$ cat config.mk
export PLATFORM = sky130hd
export DESIGN_NAME = eth_rx_frame_check_flat
export DESIGN_NICKNAME = d
export VERILOG_FILES = /design/src/rtl/eth_rx_frame_check_pkg.sv /design/src/rtl/eth_rx_frame_check_if.sv /design/src/rtl/eth_rx_frame_check_crc32_d8.sv /design/src/rtl/eth_rx_frame_check.sv /design/src/flat_wrapper.sv
export SDC_FILE = /design/constraint.sdc
export NUM_CORES = 1
export LEC_CHECK = 0
export BUFFER_PORTS_ARGS = -buffer_cell sky130_fd_sc_hd__clkbuf_2
export CORE_MARGIN = 1
export CORE_UTILIZATION = 58
export CTS_CLUSTER_SIZE = 12
export DETAILED_ROUTE_END_ITERATION = 10
export PLACE_DENSITY_LB_ADDON = 0.15
export SLEW_MARGIN = 20
export SYNTH_ARGS = -nofsm -noshare
export SYNTH_HDL_FRONTEND = slang
export SYNTH_SLANG_ARGS = --single-unit
$ cat constraint.sdc
create_clock -name clk -period 3.3 [get_ports clk]
set_input_delay 0.66 -clock clk [delete_from_list [all_inputs] [get_ports clk]]
set_output_delay 0.66 -clock clk [all_outputs]
set_load 0.01 [all_outputs]
$ cat src/rtl/eth_rx_frame_check_pkg.sv
// Shared constants, types and helpers for the RGMII receive frame checker.
// CRC constants describe reflected CRC-32 (poly EDB88320), checked by residue.
package eth_rx_frame_check_pkg;

  localparam logic [31:0] CRC_INIT    = 32'hFFFF_FFFF;
  localparam logic [31:0] CRC_POLY    = 32'hEDB8_8320;
  localparam logic [31:0] CRC_RESIDUE = 32'hDEBB_20E3;
  localparam logic [7:0]  SFD         = 8'hD5;
  localparam logic [1:0]  CTL_VALID   = 2'b11;
  localparam logic [1:0]  CTL_ERR     = 2'b01;

  localparam int LEN_W = 11;
  localparam logic [LEN_W-1:0] LEN_SAT = '1;

  typedef enum logic [1:0] {
    ST_IDLE,
    ST_PRE,
    ST_BODY,
    ST_DROP
  } rx_state_e;

  typedef struct packed {
    logic phy_err;
    logic len_err;
    logic crc_err;
  } err_flags_t;

  function automatic logic [LEN_W-1:0] len_inc(input logic [LEN_W-1:0] l);
    return (l == LEN_SAT) ? l : l + LEN_W'(1);
  endfunction

endpackage

$ cat src/rtl/eth_rx_frame_check_if.sv
// Receive byte stream, pass-through and verdict/statistics bundle of eth_rx_frame_check.
// slave = the checker, master = whatever feeds it and consumes its results.
interface eth_rx_frame_check_if #(parameter int CNT_W = 16);
  import eth_rx_frame_check_pkg::*;

  logic [7:0]       data_in;
  logic [1:0]       ctl_in;
  logic [7:0]       data_out;
  logic [1:0]       ctl_out;
  logic             frame_done;
  logic             frame_good;
  logic [LEN_W-1:0] frame_len;
  logic [2:0]       err_flags;
  logic [CNT_W-1:0] cnt_good;
  logic [CNT_W-1:0] cnt_crc;
  logic [CNT_W-1:0] cnt_len;
  logic [CNT_W-1:0] cnt_phy;

  modport master (
    output data_in, ctl_in,
    input  data_out, ctl_out, frame_done, frame_good, frame_len, err_flags,
    input  cnt_good, cnt_crc, cnt_len, cnt_phy
  );

  modport slave (
    input  data_in, ctl_in,
    output data_out, ctl_out, frame_done, frame_good, frame_len, err_flags,
    output cnt_good, cnt_crc, cnt_len, cnt_phy
  );

endinterface

$ cat src/rtl/eth_rx_frame_check_crc32_d8.sv
// Combinational byte-wide CRC-32 step, reflected (LSB first); shared with the TX FCS generator.
module eth_rx_frame_check_crc32_d8
  import eth_rx_frame_check_pkg::*;
(
  input  logic [31:0] crc_in,
  input  logic [7:0]  d,
  output logic [31:0] crc_out
);

  logic [31:0] c;

  always_comb begin
    c = crc_in;
    for (int i = 0; i < 8; i++) begin
      if (c[0] ^ d[i]) c = (c >> 1) ^ CRC_POLY;
      else             c = c >> 1;
    end
    crc_out = c;
  end

endmodule

$ cat src/rtl/eth_rx_frame_check.sv
// RGMII receive frame qualifier: 1-clk pass-through plus per-frame CRC/length/PHY-error verdict.
// Define ETH_RX_STATS_EN to build the saturating good/crc/len/phy statistics counters.
module eth_rx_frame_check
  import eth_rx_frame_check_pkg::*;
#(
  parameter int MIN_LEN = 64,
  parameter int MAX_LEN = 1518,
  parameter int CNT_W   = 16
) (
  input  logic clk,
  input  logic reset,
  eth_rx_frame_check_if.slave rx
);

  localparam logic [LEN_W-1:0] MIN_L = LEN_W'(MIN_LEN);
  localparam logic [LEN_W-1:0] MAX_L = LEN_W'(MAX_LEN);

  rx_state_e        state_q, state_d;
  logic [7:0]       data_q, data_d;
  logic [1:0]       ctl_q, ctl_d;
  logic [31:0]      crc_q, crc_d, crc_next;
  logic [LEN_W-1:0] len_q, len_d;
  logic             phy_err_q, phy_err_d;
  logic             done_q, done_d;
  logic             good_q, good_d;
  logic [LEN_W-1:0] flen_q, flen_d;
  err_flags_t       flags_q, flags_d;
  logic             start_frame, hash_en, verdict_en;

  eth_rx_frame_check_crc32_d8 u_crc (
    .crc_in (crc_q),
    .d      (rx.data_in),
    .crc_out(crc_next)
  );

  always_ff @(posedge clk or posedge reset) begin
    if (reset) state_q <= ST_IDLE;
    else       state_q <= state_d;
  end

  always_comb begin
    state_d = state_q;
    case (state_q)
      ST_IDLE: if (rx.ctl_in[0]) state_d = ST_PRE;
      ST_PRE: begin
        if (!rx.ctl_in[0])                                state_d = ST_IDLE;
        else if (rx.ctl_in == CTL_ERR)                    state_d = ST_DROP;
        else if (rx.ctl_in == CTL_VALID && rx.data_in == SFD) state_d = ST_BODY;
      end
      ST_BODY: if (!rx.ctl_in[0]) state_d = ST_IDLE;
      ST_DROP: if (!rx.ctl_in[0]) state_d = ST_IDLE;
      default: state_d = ST_IDLE;
    endcase
  end

  always_comb begin
    start_frame = (state_q == ST_PRE) && (rx.ctl_in == CTL_VALID) && (rx.data_in == SFD);
    hash_en     = (state_q == ST_BODY) && rx.ctl_in[0];
    verdict_en  = (state_q == ST_BODY) && !rx.ctl_in[0];
  end

  // Bytes flagged with a PHY error are still hashed and counted so frame_len stays honest.
  always_comb begin
    data_d    = rx.data_in;
    ctl_d     = rx.ctl_in;
    crc_d     = crc_q;
    len_d     = len_q;
    phy_err_d = phy_err_q;
    done_d    = 1'b0;
    good_d    = good_q;
    flen_d    = flen_q;
    flags_d   = flags_q;
    if (start_frame) begin
      crc_d     = CRC_INIT;
      len_d     = '0;
      phy_err_d = 1'b0;
    end
    if (hash_en) begin
      crc_d = crc_next;
      len_d = len_inc(len_q);
      if (rx.ctl_in == CTL_ERR) phy_err_d = 1'b1;
    end
    if (verdict_en) begin
      flags_d.crc_err = (crc_q != CRC_RESIDUE);
      flags_d.len_err = (len_q < MIN_L) || (len_q > MAX_L);
      flags_d.phy_err = phy_err_q;
      good_d          = ~(|flags_d);
      flen_d          = len_q;
      done_d          = 1'b1;
    end
  end

  always_ff @(posedge clk or posedge reset) begin
    if (reset) begin
      data_q    <= '0;
      ctl_q     <= '0;
      crc_q     <= CRC_INIT;
      len_q     <= '0;
      phy_err_q <= 1'b0;
      done_q    <= 1'b0;
      good_q    <= 1'b0;
      flen_q    <= '0;
      flags_q   <= '0;
    end else begin
      data_q    <= data_d;
      ctl_q     <= ctl_d;
      crc_q     <= crc_d;
      len_q     <= len_d;
      phy_err_q <= phy_err_d;
      done_q    <= done_d;
      good_q    <= good_d;
      flen_q    <= flen_d;
      flags_q   <= flags_d;
    end
  end

  assign rx.data_out   = data_q;
  assign rx.ctl_out    = ctl_q;
  assign rx.frame_done = done_q;
  assign rx.frame_good = good_q;
  assign rx.frame_len  = flen_q;
  assign rx.err_flags  = flags_q;

`ifdef ETH_RX_STATS_EN
  logic [CNT_W-1:0] cnt_good_q, cnt_good_d;
  logic [CNT_W-1:0] cnt_crc_q, cnt_crc_d;
  logic [CNT_W-1:0] cnt_len_q, cnt_len_d;
  logic [CNT_W-1:0] cnt_phy_q, cnt_phy_d;

  function automatic logic [CNT_W-1:0] cnt_inc(input logic [CNT_W-1:0] c);
    return (c == {CNT_W{1'b1}}) ? c : c + CNT_W'(1);
  endfunction

  // Counters move on the same edge as the verdict so they are current while frame_done is high.
  always_comb begin
    cnt_good_d = cnt_good_q;
    cnt_crc_d  = cnt_crc_q;
    cnt_len_d  = cnt_len_q;
    cnt_phy_d  = cnt_phy_q;
    if (done_d) begin
      if (good_d) begin
        cnt_good_d = cnt_inc(cnt_good_q);
      end else begin
        if (flags_d.crc_err) cnt_crc_d = cnt_inc(cnt_crc_q);
        if (flags_d.len_err) cnt_len_d = cnt_inc(cnt_len_q);
        if (flags_d.phy_err) cnt_phy_d = cnt_inc(cnt_phy_q);
      end
    end
  end

  always_ff @(posedge clk or posedge reset) begin
    if (reset) begin
      cnt_good_q <= '0;
      cnt_crc_q  <= '0;
      cnt_len_q  <= '0;
      cnt_phy_q  <= '0;
    end else begin
      cnt_good_q <= cnt_good_d;
      cnt_crc_q  <= cnt_crc_d;
      cnt_len_q  <= cnt_len_d;
      cnt_phy_q  <= cnt_phy_d;
    end
  end

  assign rx.cnt_good = cnt_good_q;
  assign rx.cnt_crc  = cnt_crc_q;
  assign rx.cnt_len  = cnt_len_q;
  assign rx.cnt_phy  = cnt_phy_q;
`else
  assign rx.cnt_good = {CNT_W{1'b0}};
  assign rx.cnt_crc  = {CNT_W{1'b0}};
  assign rx.cnt_len  = {CNT_W{1'b0}};
  assign rx.cnt_phy  = {CNT_W{1'b0}};
`endif

endmodule

$ cat src/flat_wrapper.sv
// flat-port wrapper written by rule: the top's interface ports become plain ports
module eth_rx_frame_check_flat import eth_rx_frame_check_pkg::*;
#(
  parameter int MIN_LEN = 64,
  parameter int MAX_LEN = 1518,
  parameter int CNT_W   = 16
)
  (clk, reset, rx_data_in, rx_ctl_in, rx_data_out, rx_ctl_out, rx_frame_done, rx_frame_good, rx_frame_len, rx_err_flags, rx_cnt_good, rx_cnt_crc, rx_cnt_len, rx_cnt_phy);
  eth_rx_frame_check_if #(.CNT_W(CNT_W)) rx_i ();
  input  logic clk;
  input  logic reset;
  input wire logic [$bits(rx_i.data_in)-1:0] rx_data_in;
  input wire logic [$bits(rx_i.ctl_in)-1:0] rx_ctl_in;
  output wire logic [$bits(rx_i.data_out)-1:0] rx_data_out;
  output wire logic [$bits(rx_i.ctl_out)-1:0] rx_ctl_out;
  output wire logic [$bits(rx_i.frame_done)-1:0] rx_frame_done;
  output wire logic [$bits(rx_i.frame_good)-1:0] rx_frame_good;
  output wire logic [$bits(rx_i.frame_len)-1:0] rx_frame_len;
  output wire logic [$bits(rx_i.err_flags)-1:0] rx_err_flags;
  output wire logic [$bits(rx_i.cnt_good)-1:0] rx_cnt_good;
  output wire logic [$bits(rx_i.cnt_crc)-1:0] rx_cnt_crc;
  output wire logic [$bits(rx_i.cnt_len)-1:0] rx_cnt_len;
  output wire logic [$bits(rx_i.cnt_phy)-1:0] rx_cnt_phy;
  assign rx_i.data_in = rx_data_in;
  assign rx_i.ctl_in = rx_ctl_in;
  assign rx_data_out = rx_i.data_out;
  assign rx_ctl_out = rx_i.ctl_out;
  assign rx_frame_done = rx_i.frame_done;
  assign rx_frame_good = rx_i.frame_good;
  assign rx_frame_len = rx_i.frame_len;
  assign rx_err_flags = rx_i.err_flags;
  assign rx_cnt_good = rx_i.cnt_good;
  assign rx_cnt_crc = rx_i.cnt_crc;
  assign rx_cnt_len = rx_i.cnt_len;
  assign rx_cnt_phy = rx_i.cnt_phy;
  eth_rx_frame_check #(.MIN_LEN(MIN_LEN), .MAX_LEN(MAX_LEN), .CNT_W(CNT_W)) u_core (.clk(clk), .reset(reset), .rx(rx_i));
endmodule
==> qor.yml, run 1 <==
status:
  outcome: "finished clean"
sta:
  finalSetupViolations: 0
  rsz0062_at_grt: "false"
  layout_worst_path_cycle_share_pct: 66.9
  setup_tns_ps: 0
  layout_setup_ws_ps: 1090
  slew_headroom_pct: 42.5
  maxSlewViolCount: 0
  hold_viol_final: 0
  min_period_ps: 2210
  fmaxAchievable_mhz: 453
  fin_worst_skew_ps: 8.22
  worstMarginPinSlew_ps: 856
layout:
  n_antenna_cell: 0
  finalNonFillerCells: 510
  synthToLayoutAreaGrowth_pct: 7.40
  num-nets-final: 423
  seq_area_mm2: 0.00184
  final_common_cell: "conb_1"
  most-common-layout-cells: "conb_1 (64), dfrtp_1 (40), clkbuf_2 (37)"
  drive_gt1_share_pct: 25.4
  fill_cells: 556
  multi_input_area_mm2: 0.00205
pwr:
  power.density_mw_per_mm2: 1120
  power.leakage_uw: 0.00214
  max-vdd-ir-drop_mv: 0.911
  power_frac_seq_pct: 31.0
  p_int_uw: 3390
  p_comb_share_pct: 53.1
  switching_power_uw: 1680
  clockPowerShare_pct: 16.0
  swShare_pct: 33.2
critical_path:
  critPathMaxFanout: 6
  worst-setup-path-type: "reg2reg"
  ff2ff_setup_slack_ps: 1090
  reg2reg_to: "u_core.crc_q[25]"
  timing.rr.start: "u_core.crc_q[6]"
  start_kind: "register"
  arrival_ps: 2490
  r2r_cells: 4
  endpoint_kind: "register"
  worstPathRequired_ps: 3580
yosys:
  netlist_area_mm2: 0.00421
  syn_inst: 366
  yosysWarnings: 0
  avgSynthCellArea_um2: 11.5
  synth_edf_count: 0
  synthFlopType: "dfrtp_1"
  yosysSeqAreaShare_pct: 43.7
  synth_seq_cells: 72
  async_flop_share_pct: 100
  yosysUniqueCellTypes: 45
clocking:
  clkTransAtPathRegs_ps: 80
  cts_setup_buffers: 0
  clk_latency_ps: 350
  clockRootBuffer: "clkbuf_8"
  htree_levels: 3
  ctsResizeCount: 0
  cts_max_path_buffers: 2
  cts_tree: "yes"
  cts_sinks: 72
  cts_hold_buf: 0
  cts_made_buffers: 9
die:
  initial_utilization_pct: 61.0
  fp.dieW_um: 87.2
  coreArea_mm2: 0.00691
  dieArea_mm2: 0.00761
  fp-row-count: 30
  die_h_um: 87.2
  io_pins: 102
min_path:
  hold_class: "in2async"
global_routing:
  grt_pass1_vias: 2576
  grt_max_degree: 32
  antenna_found_initial: 0
  grt-ovfl-total: 0
  gr-usage-all-layers_pct: 23.1
  grt_pass1_wl_um: 13000
placed_design:
  io_buffers: 37
  place_hpwl_um: 5840
  place_congestion: 0.915
  post-place-ws_ps: 861
  dp.cells: 494
job:
  cap_viol_max_count: 0
detailed_routing:
  num_vias: 2695
  finalWirelength_um: 8100
  drtAntennaViolNets: 0
  drc: 0
  dr.pass1.iters: 4
  drt_iter0_drc: 108
  via_per_inst: 5.28
  wire_per_inst_um: 15.9
-- how the worst max path moves through the flow --
stage               slack [ps]            start  cells after the start          endpoint
floorplan                  870            reset                      1   u_core.len_q[0]
global placement           910    rx_data_in[5]                      5  u_core.crc_q[25]
detailed placement         860    rx_data_in[3]                      5  u_core.crc_q[17]
CTS                       1090  u_core.crc_q[6]                      4  u_core.crc_q[25]
global route              1040  u_core.crc_q[6]                      4  u_core.crc_q[25]
finish                    1090  u_core.crc_q[6]                      4  u_core.crc_q[25]
-- area by class of cell --
type | instances | share of cell area [%]
clock buffers | 12 | 3.43
clock inverters | 4 | 1.69
inverters | 9 | 0.747
multi-input cells | 272 | 45.4
flip-flops and latches | 72 | 40.7
well taps | 96 | 2.65
repair buffers | 45 | 5.42
-- kinds of logic (layout without fill, tap and decap cells) --
kind of cell    Yosys count  count (layout)  synth area share, %
other cells               1              64               0.0890
fa+ha+maj                 2               2                0.594
mux                       2               2                0.475
xor+xnor                 61              61                 20.2
flops                    72              72                 43.7
buf+inv                  85              70                 13.3
compound gates           65              65                 11.4
simple gates             78              78                 10.3
-- sequential cells by signal, indices dropped and copies added, names as in the netlist --
signal,flops
u_core.crc_q,32
u_core.rx.err_flags,3
u_core.rx.ctl_out,2
u_core.rx.data_out,8
u_core.len_q,11
u_core.state_q,2
u_core.phy_err_q,1
u_core.rx.frame_done,1
u_core.rx.frame_len,11
u_core.rx.frame_good,1
-- power by group through the flow --
stage,Combinational [uW],Sequential [uW],Clock (uW)
floorplan,2340,1500,0
global placement,2650,1580,0
detailed placement,2690,1580,0
CTS,2700,1570,826
global route,2880,1600,853
finish,2690,1570,809
-- Yosys cell counts, types with 3 or more instances --
library cell / number / area (um^2)
clkbuf_1: 12 / 45.0
nor2_1: 7 / 26.3
xnor3_1: 13 / 293
dfrtp_1: 40 / 1000
nand2b_1: 4 / 25.0
nor4_1: 3 / 18.8
nand3_1: 4 / 20.0
o22ai_1: 4 / 25.0
nand4_1: 5 / 31.3
nor3_1: 3 / 15.0
o22a_1: 15 / 131
nand2_1: 30 / 113
xnor3_2: 3 / 71.3
xor2_1: 8 / 70.1
buf_4: 64 / 480
inv_1: 8 / 30.0
o31ai_1: 5 / 37.5
a21oi_1: 11 / 55.1
o21ai_0: 10 / 50.1
dfstp_2: 32 / 841
a2bb2oi_1: 15 / 131
nand4b_1: 4 / 35.0
xnor2_2: 5 / 81.3
xnor2_1: 28 / 245
or4_1: 6 / 45.0
-- stage by stage --
step / area, um^2 / utilization (%) / hold WS (ps) / total power [uW]
2_1_floorplan: 4450 / - / 490 / 3840
3_3_place_gp: 4290 / 62.2 / 458 / 4230
3_5_place_dp: 4290 / 62.2 / 463 / 4270
4_1_cts: 4520 / 65.5 / 307 / 5100
5_1_grt: 4520 / 65.5 / 342 / 5330
6_report: 4520 / 65.5 / 300 / 5070
-- routing by layer --
metal | GRT usage [%] | routed length (um) | share of wire [%] | vias up
met4 | 11.8 | 199 | 2.5 | 0
met2 | 40.2 | 4270 | 53 | 76
met5 | 0 | 0 | 0 | -
li1 | - | - | - | 1251
met1 | 28.1 | 3380 | 42 | 1351
met3 | 3.13 | 249 | 3.1 | 17
-- worst max-delay path, stage by stage (launching register included) --
cell and delay (ps):
dfstp_2 590, xor2_2 330, xnor3_2 600, xnor3_4 450
o22a_1 170
Note: power is estimated with default switching activity, not from simulation.
==> run 2: changes to the inputs <==
--- a/config.mk
+++ b/config.mk
@@ -7,7 +7,7 @@
 export LEC_CHECK = 0
 export BUFFER_PORTS_ARGS = -buffer_cell sky130_fd_sc_hd__clkbuf_2
 export CORE_MARGIN = 1
-export CORE_UTILIZATION = 58
+export CORE_UTILIZATION = 54
 export CTS_CLUSTER_SIZE = 12
 export DETAILED_ROUTE_END_ITERATION = 10
 export PLACE_DENSITY_LB_ADDON = 0.15
==> constraint.sdc (replaced) <==
create_clock -name clk -period 2.25 [get_ports clk]
set_input_delay 0.45 -clock clk [delete_from_list [all_inputs] [get_ports clk]]
set_output_delay 0.45 -clock clk [all_outputs]
set_load 0.01 [all_outputs]
==> qor.yml, run 2 (synthesized netlist as in run 1, its figures left out) <==
critical_path:
  ff2ff_setup_slack_ps: 240  # -850 ps
  r2r_cells: 4  # unchanged
  reg2reg_to: "u_core.crc_q[25]"
  start_kind: "register"
  crit_path_start: "u_core.crc_q[6]"
  worstPathRequired_ps: 2530  # -1050 ps
  endpoint_kind: "register"
  arrival_ps: 2290  # -200 ps
  crit_end: "u_core.crc_q[25]"
  timing.rr.start: "u_core.crc_q[6]"
  critPathMaxFanout: 6  # unchanged
  worst-setup-path-type: "reg2reg"
detailed_routing:
  finalWirelength_um: 8470  # +4.5%
  drtAntennaViolNets: 0  # unchanged
  drt_iter0_drc: 101  # -6.5%
  wire_per_inst_um: 16.0  # +0.60%
  via_per_inst: 5.13  # -2.9%
  dr.pass1.iters: 4  # unchanged
  num_vias: 2720  # +0.93%
  drc: 0  # unchanged
global_routing:
  top_usage_layer: "met2"
  use_met1_pct: 27.3  # -0.80 points
  antenna_found_initial: 0  # unchanged
  grtUsageMet3_pct: 3.45  # +0.32 points
  met2_usage_pct: 38.7  # -1.5 points
  grt-ovfl-total: 0  # unchanged
  grt_pass1_vias: 2698  # +4.7%
  grt_max_degree: 33  # +3.1%
  gr-usage-all-layers_pct: 22.2  # -0.93 points
  grt_pass1_wl_um: 13900  # +7.0%
layout:
  n_antenna_cell: 0  # unchanged
  synthToLayoutAreaGrowth_pct: 10.1
  largest_register_ffs: 32  # unchanged
  drive_gt1_share_pct: 28.3  # +2.9 points
  most-common-layout-cells: "conb_1 (64), dfrtp_1 (40), clkbuf_2 (37)"
  num-nets-final: 440  # +4.0%
  largest-register: "u_core.crc_q"
  final_common_cell: "conb_1"
pwr:
  power.density_mw_per_mm2: 1640  # +46%
  max-vdd-ir-drop_mv: 1.49  # +63%
  power_uw: 7610  # +50%
  power.leakage_uw: 0.00222  # +3.5%
clocking:
  cts_sinks: 72  # unchanged
  cts_max_path_buffers: 2  # unchanged
  cts_made_buffers: 9  # unchanged
  cts_tree: "yes"
  htree_levels: 3  # unchanged
  cts_hold_buf: 0  # unchanged
  clockRootBuffer: "clkbuf_8"
  cts_setup_buffers: 0  # unchanged
  clk_latency_ps: 350  # about the same
  ctsResizeCount: 0  # unchanged
  clkTransAtPathRegs_ps: 80  # about the same
die:
  die_h_um: 90.3  # +3.6%
  io_pins: 102  # unchanged
  fp.dieW_um: 90.3  # +3.6%
  fp-row-count: 31  # +3.3%
  initial_utilization_pct: 56.9  # -4.1 points
  coreArea_mm2: 0.00741  # +7.3%
  dieArea_mm2: 0.00816  # +7.2%
sta:
  hold-worst-slack_ps: 131  # -169 ps
  worstMarginPinSlew_ps: 554  # -302 ps
  maxSlewViolCount: 0  # unchanged
  layout_worst_path_cycle_share_pct: 89.2  # +22 points
  min_period_ps: 2010  # -200 ps
  finalSetupViolations: 0  # unchanged
  hold_viol_final: 0  # unchanged
  layout_setup_ws_ps: 242  # -850 ps
  fin_worst_skew_ps: 13.3  # +5.13 ps
  rsz0062_at_grt: "false"
  setup_tns_ps: 0  # unchanged
  fmaxAchievable_mhz: 498  # +9.9%
  slew_headroom_pct: 63.0  # +21 points
placed_design:
  place_congestion: 0.900  # -1.6%
  io_buffers: 37  # unchanged
  place_hpwl_um: 6220  # +6.5%
  post-place-ws_ps: 211  # -650 ps
job:
  cap_viol_max_count: 0  # unchanged
status:
  outcome: "finished clean"
min_path:
  hold_class: "in2async"
[run 2: cell types whose count changed in the layout (fill, tap and decap cells not counted)]
| cell | delta |
|---|---|
| buf_12 | +2 |
| clkbuf_8 | -2 |
| bufinv_16 | -1 |
| clkinv_2 | +3 |
| buf_4 | +15 |
[run 2: how the worst min path moves through the flow]
stage | start | endpoint | cells after the start
after global placement | u_core.rx.frame_len[5] | u_core.rx.frame_len[5] | 2
after floorplan | rx_ctl_in[0] | u_core.rx.ctl_out[0] | 0
final | reset | u_core.rx.data_out[0] | 2
after detailed placement | u_core.rx.frame_len[3] | u_core.rx.frame_len[3] | 2
after CTS | reset | u_core.rx.data_out[0] | 2
after global routing | reset | u_core.rx.data_out[0] | 2
[run 2: per-stage QoR]
step	util (%)	cells	cell area, um^2
2_1_floorplan	-	429	4450
3_3_place_gp	60.1	514	4450
3_5_place_dp	60.1	514	4450
4_1_cts	62.6	530	4640
5_1_grt	62.6	530	4640
6_report	62.6	530	4640
[run 2: metal layers]
| metal | wire length [um] | vias up | share of wire [%] |
|---|---|---|---|
| met5 | 0 | - | 0 |
| met2 | 4480 | 57 | 53 |
| met4 | 153 | 0 | 1.8 |
| met1 | 3650 | 1369 | 43 |
| li1 | - | 1279 | - |
| met3 | 186 | 15 | 2.2 |
[run 2: cell type report]
| class | count | area (um^2) |
|---|---|---|
| Sequential cell | 72 | 1840 |
| Inverter | 9 | 33.8 |
| Clock buffer | 10 | 128 |
| Multi-Input combinational cell | 272 | 2050 |
| Clock inverter | 6 | 61.3 |
| Timing Repair Buffer | 62 | 398 |
| Tap cell | 99 | 124 |
| Fill cell | 653 | 2770 |
[run 2: power by group]
group	total [uW]	leakage [uW]	internal, uW	switching, uW
Sequential	2270	0.000845	1890	382
Combinational	4340	0.00128	2640	1700
Clock	1000	0.0000960	509	494
Total	7610	0.00222	5030	2570
[run 2: worst max-delay path, stage by stage (launching register included)]
cell	delay [ps]
dfstp_2	580
xor2_2	170
xnor3_2	560
xnor3_4	460
o22a_1	170
